==> src/rtl/uart_tx_arbiter.sv <==
// Frame-granular round-robin arbiter sharing one UART TX FIFO write port among NUM_REQ sources.
// Define UART_ARB_HDR_EN to prefix each frame with a header byte (HDR_BASE | grant_idx).
module uart_tx_arbiter #(
    parameter int unsigned          NUM_REQ   = 4,
    parameter int unsigned          DATA_BITS = 8,
    parameter logic [DATA_BITS-1:0] HDR_BASE  = 8'h80,
    localparam int unsigned         IDX_W     = (NUM_REQ > 1) ? $clog2(NUM_REQ) : 1
) (
    input  logic                           clk,
    input  logic                           rst,
    input  logic [NUM_REQ-1:0]             req_valid,
    input  logic [NUM_REQ*DATA_BITS-1:0]   req_data,
    input  logic [NUM_REQ-1:0]             req_last,
    output logic [NUM_REQ-1:0]             req_ready,
    input  logic                           fifo_full,
    output logic                           fifo_wr_en,
    output logic [DATA_BITS-1:0]           fifo_din,
    output logic                           grant_valid,
    output logic [IDX_W-1:0]               grant_idx,
    output logic                           frame_done
);

    typedef enum logic [1:0] {
        IDLE = 2'd0,
        XFER = 2'd1
`ifdef UART_ARB_HDR_EN
        ,
        HDR  = 2'd2
`endif
    } state_t;

    state_t                 state;
    logic [IDX_W-1:0]       last_grant;
    logic [IDX_W-1:0]       pick;
    logic                   found;
    logic [DATA_BITS-1:0]   sel_data;
    logic                   sel_valid;
    logic                   sel_last;

    assign sel_valid = req_valid[grant_idx];
    assign sel_last  = req_last[grant_idx];

    // Round-robin: first scan indices above last_grant, then wrap from 0.
    always_comb begin
        pick  = '0;
        found = 1'b0;
        for (int unsigned i = 0; i < NUM_REQ; i++) begin
            if (!found && req_valid[i] && (IDX_W'(i) > last_grant)) begin
                pick  = IDX_W'(i);
                found = 1'b1;
            end
        end
        for (int unsigned i = 0; i < NUM_REQ; i++) begin
            if (!found && req_valid[i]) begin
                pick  = IDX_W'(i);
                found = 1'b1;
            end
        end
    end

    always_comb begin
        sel_data = '0;
        for (int unsigned i = 0; i < NUM_REQ; i++) begin
            if (grant_idx == IDX_W'(i)) begin
                sel_data = req_data[i*DATA_BITS +: DATA_BITS];
            end
        end
    end

    always_comb begin
        req_ready  = '0;
        fifo_wr_en = 1'b0;
        fifo_din   = '0;
        case (state)
            XFER: begin
                req_ready[grant_idx] = !fifo_full;
                fifo_wr_en           = sel_valid && !fifo_full;
                fifo_din             = sel_data;
            end
`ifdef UART_ARB_HDR_EN
            HDR: begin
                fifo_wr_en = !fifo_full;
                fifo_din   = HDR_BASE | DATA_BITS'(grant_idx);
            end
`endif
            default: ;
        endcase
    end

    always_ff @(posedge clk) begin
        if (rst) begin
            state       <= IDLE;
            grant_valid <= 1'b0;
            grant_idx   <= '0;
            frame_done  <= 1'b0;
            last_grant  <= IDX_W'(NUM_REQ - 1);
        end else begin
            frame_done <= 1'b0;
            case (state)
                IDLE: begin
                    if (|req_valid) begin
                        grant_idx   <= pick;
                        grant_valid <= 1'b1;
`ifdef UART_ARB_HDR_EN
                        state       <= HDR;
`else
                        state       <= XFER;
`endif
                    end
                end
`ifdef UART_ARB_HDR_EN
                HDR: begin
                    if (!fifo_full) begin
                        state <= XFER;
                    end
                end
`endif
                XFER: begin
                    // grant_idx is kept so the last owner stays visible after the frame.
                    if (fifo_wr_en && sel_last) begin
                        state       <= IDLE;
                        grant_valid <= 1'b0;
                        frame_done  <= 1'b1;
                        last_grant  <= grant_idx;
                    end
                end
                default: state <= IDLE;
            endcase
        end
    end

endmodule

==> config.mk <==
export PLATFORM = sky130hd
export DESIGN_NAME = uart_tx_arbiter
export DESIGN_NICKNAME = d
export VERILOG_FILES = /design/src/rtl/uart_tx_arbiter.sv
export SDC_FILE = /design/constraint.sdc
export NUM_CORES = 1
export LEC_CHECK = 0
export CAP_MARGIN = 20
export CORE_ASPECT_RATIO = 0.6
export CORE_MARGIN = 2
export CORE_UTILIZATION = 30
export CTS_BUF_LIST = sky130_fd_sc_hd__clkbuf_4 sky130_fd_sc_hd__clkbuf_8 sky130_fd_sc_hd__clkbuf_16
export CTS_CLUSTER_DIAMETER = 40
export DETAILED_ROUTE_END_ITERATION = 6
export PLACE_DENSITY_LB_ADDON = 0.2
export RECOVER_POWER = 50
export SYNTH_ARGS = -nofsm -noshare
export SYNTH_HDL_FRONTEND = slang
export SYNTH_SLANG_ARGS = --single-unit
==> constraint.sdc <==
create_clock -name clk -period 1.5 [get_ports clk]
set_input_delay 0.15 -clock clk [delete_from_list [all_inputs] [get_ports clk]]
set_output_delay 0.15 -clock clk [all_outputs]
set_load 0.01 [all_outputs]
======== Word-level counts from Yosys, hierarchy flattened ========
Cells that the tools add are included.
word-level totals
  input port bits ......................... 43
  bits in registers ....................... 8
operators by class
  bitwise operators ....................... 2
  muxes and demuxes ....................... 34
  equality and inequality tests ........... 6
  $lt $le $gt $ge ......................... 6
  reductions and logical operators ........ 31
operator list
  kind                number
  $mux 8              5
  $mux 2              8
  $mux 1              15
  $logic_and 1x1->1   14
  $logic_not 1->1     8
  $reduce_and 2->1    3
  $and 4x4->4         1
  $bmux 1 s2          2
  $eq 2x1->1 const B  2
  $eq 2x2->1 const B  2
  $gt 1x2->1 const A  2
  $gt 2x2->1 const A  2
  $logic_not 2->1     2
  $mux 4              1
  $ne 2x2->1 const B  2
  $pmux 2 s2          1
  $reduce_or 4->1     1
  $lt 2x3->1 const B  1
  $reduce_and 3->1    1
  $demux 1 s2         1
  $ge 2x1->1 const B  1
  $pmux 1 s2          1
  $reduce_bool 2->1   1
  $reduce_or 2->1     1
  $not 1->1           1

======== Depth between registers and ports, before layout ========
  word-level depth ........................ 27
  gate-level depth with buffers ........... 6

======== Least setup slack after synthesis ========
OpenSTA, ideal clock, no wires.
  path kind ............................... register to register
  from .................................... register grant_idx[0]
  to ...................................... register last_grant[0]
  library setup time ...................... 0.072 ns
  path buffers ............................ 1
  cell stages (with the launch flop) ...... 5
  arrival ................................. 1.394 ns
  slack ................................... 0.035 ns
  period minus slack after synthesis ...... 1.465 ns
  cell sequence ........................... dfxtp_1 buf_4 mux4_2 nor2_2 mux2i_1
between the ends
  longest elaborated chain between the ends .. 6
  elaborated cells between the ends (all ways) .. 8
  those cells by class .................... mux: 5; reduce/logical: 3
RTL lines
  item                               RTL line  RTL
  start, declared                    19        output logic [IDX_W-1:0] grant_idx,
  start signal, assigned             102       grant_idx <= pick;
  $bmux 1 s2                         40        assign sel_valid = req_valid[grant_idx];
  $mux 1 (implied by the code)       40
  $logic_and 1x1->1                  77        fifo_wr_en = sel_valid && !fifo_full;
  $mux 1                             74        case (state)
  $logic_and 1x1->1                  120       if (fifo_wr_en && sel_last) begin
  $reduce_and 2->1 (no source line)  -
  end signal, assigned               96        last_grant <= IDX_W'(NUM_REQ - 1);
  end signal, assigned               124       last_grant <= grant_idx;
  end, declared                      33        logic [IDX_W-1:0] last_grant;
Parallel ways exist; a longest one is shown, timed or not. The select of a mux whose other input is x is not followed.
A chain may end at the register's enable or synchronous reset.

======== Worst setup path in the final report ========
  from .................................... register grant_idx[0]
  to ...................................... output fifo_din[6]
between the ends
  longest elaborated chain between the ends .. 6
  elaborated cells between the ends (all ways) .. 9
  those cells by class .................... eq/ne: 3; mux: 5; reduce/logical: 1
RTL lines
  item                 RTL line  RTL
  $logic_not 2->1      64        if (grant_idx == IDX_W'(i)) begin
  $mux 8 (3 in a row)  64
  $mux 8 *             64
  $mux 8 *             74
  end, declared        17        output logic [DATA_BITS-1:0] fifo_din,
Mark *: on every way between the ends. The rest lies on a longest branch, timed or not.

==> metrics.txt <==
Synthesized Nets=121; die area=2750 sq um; CP max FO=6; Worst-Skew Late Latency=0.22 ns; Final Hold Vio Count=0; fmax=0.601 GHz; Wirelength per Cell=15.7 um; final antenna-violating net count=0; vias=901; H-tree Lvls=1; Mapped Cells=78; Max-slew headroom=0.807; Worst Setup End Kind=output port; Top FF cell, synth=dfxtp_1; gate family responsible for the most delay along the worst path=multiplexers; Clock Skew=0.00126 ns; outcome=complete, but fails checks; P_int=0.000663 W; clock power share=0.268; post-synthesis mux area share=0.371; fraction of registers with async set/reset=0; share of the clock period used by the worst path after layout=1.11; Synth top cells by count=9 x and2_1, 9 x mux4_2, 7 x nor2_1, 6 x dfxtp_1, 6 x nand2_1; Slew Limit Fails=0; I/O pins=60; # setup viols final=12; # DRC=0; power density over the cells=621 nW/um^2; register area share after synthesis=0.171; crit path max-delay cell type=mux4_2; CTS tree=built; Net Sw Power=0.000263 W; global-route wire length before repair=4370 um; CTS clk-pin slew, worst paths=0.04 ns; largest net degree at the start of global routing=11; fraction of power consumed by combinational cells=0.517; fillers=182; failing checks=setup timing; initial antenna violation count=0; Synth Warn #=0; Highest Signal Layer=met3; area fraction of the dominant cell type after synthesis=0.289; Overall Global Routing Usage=0.208; sequential share of power=0.216; EDFF count, synth=0; Die Y=41.4 um; Final Worst Setup Slack=-0.165 ns; clk root buf=clkbuf_8; Critical Path AT=1.51 ns; wl on met1=1170 um; Hold WC Path Type=reg -> reg; DR iter-0 viols=24; Buffers on Ports=59; Initial Util=0.321; routability cong.=0.810; Tightest Pin Transition=0.288 ns; leakage power total=0.603 nW; Area Overhead vs Synth=113%; Synth Area in Compound Gates=0.120; post-synthesis xor/xnor area fraction=0; Cell variety after synth=29; number of global-route vias before repair=955; sw frac=0.284; total CTS buffers=3; CP max stage delay=0.48 ns; post-DP HPWL=2110 um; TNS Setup=-1.43 ns; DRT Pass-1 Iters=4; largest area contributor in the netlist=mux4_2; die span in x=66.4 um; drt total wl=2810 um; RSZ-0062 raised after global routing=true; CP cell instances=buf_12 > mux4_2 > and2_1 > buf_2; Setup CP Type=reg -> out; Final nets=194; Diodes inserted=0; CP required=1.35 ns; Final min period=1.66 ns; WL met3=206 um; row count=13; DR WL met2=1430 um; proportion of layout cells with a drive suffix above 1=0.369; drt via density=5.03; core region area=2180 sq um; grt total ovfl=0; Synth Register Bits=6; Avg Inst Size Synth=8.98 sq um; post-route cell area=1490 sq um; Max Cap Viol=0; Cell Area, Placed=1400 sq um; CP startpoint kind=register; clk buf depth=2; mapped cell area=701 sq um; Crit path buffers/inverters=2; largest family of logic cells by synthesized area=multiplexers; Peak VDD IR=291 uV; Clock Sink Count=6; Synth Area in Simple Gates=0.288; Synth Area in Adders=0; main area contributors after synthesis=mux4_2 29%, dfxtp_1 17%, and2_1 8.0%
## per-layer routing
| metal | up-vias | global-route usage |
|---|---|---|
| li1 | 439 | - |
| met1 | 427 | 0.241 |
| met5 | - | 0 |
| met2 | 35 | 0.388 |
| met4 | 0 | 0.0367 |
| met3 | 0 | 0.0542 |
## metrics by stage
step / power [W] / setup slack (ns) / cells / utilization / hold WS [ns]
after global routing: 0.000977 / -0.206 / 179 / 0.684 / 0.606
final: 0.000926 / -0.165 / 179 / 0.684 / 0.587
after CTS: 0.000904 / -0.165 / 179 / 0.670 / 0.578
after global placement: 0.000628 / -0.359 / 173 / 0.644 / 0.552
after detailed placement: 0.000641 / -0.408 / 173 / 0.644 / 0.570
after floorplan: 0.000389 / 0.0349 / 78 / - / 0.302
## final timing paths
kind                 startpoint            end  slack (ns)  depth (start not counted)
hold reg to reg   last_grant[1]  last_grant[1]        0.59                          2
setup reg to reg   grant_idx[0]  last_grant[0]       -0.03                          5
hold / removal    last_grant[1]  last_grant[1]        0.59                          2
setup / recovery   grant_idx[0]    fifo_din[6]       -0.16                          4
## power groups by stage
stage                     sequential [W]  clock (W)  combinational [W]
after floorplan                 0.000193          0           0.000196
after global placement          0.000194          0           0.000434
after detailed placement        0.000194          0           0.000447
after CTS                       0.000198   0.000248           0.000458
after global routing            0.000202   0.000262           0.000513
final                           0.000200   0.000248           0.000479
## area by class of cell
type	count	area (sq um)	share of cell area
Timing Repair Buffer	75	718	0.482
Multi-Input combinational cell	65	568	0.381
Sequential cell	6	126	0.0847
Clock buffer	3	41.3	0.0277
Tap cell	30	37.5	0.0252
## timing repair
action | in CTS | in global routing
pin swaps | 8 | 1
setup endpoints to repair | 16 | 16
gates cloned | 2 | 0
resized for setup | 58 | 20
buffers inserted | 1 | 0
hold buffers | 0 | 0
## placed cells by master (no fill, tap or decap), drive strengths merged
master and instances:
clkdlybuf4s50 42, nand3 1, dlygate4sd3 2, a311oi 1, and3 1, clkdlybuf4s25 1
a2bb2oi 1, nor3b 1, and2 9, nor2b 1, nand2 7, nor2 8
a21boi 1, or4 1, o21ai 4, nor3 5, dlygate4sd2 1, mux2i 2
clkbuf 6, mux2 1, a21oi 5, dfxtp 6, o22ai 1, nand2b 3
buf 26, o21a 1, mux4 10, or2b 1
## tightest hold or removal path: stages, from the launching register on
cell	delay, ns
dfxtp_1	0.37
o21ai_0	0.10
a21oi_1	0.06
## cell families after synthesis
| group | count (synthesis) |
|---|---|
| muxes | 13 |
| and+or+nand+nor | 38 |
| buffers and inverters | 7 |
| DFF | 6 |
| AOI/OAI and AO/OA | 14 |
## state kept, by name, indices dropped and copies added, names as in the netlist
signal       flops
grant_idx        2
last_grant       2
grant_valid      1
frame_done       1
(Power assumes the default switching activity.)
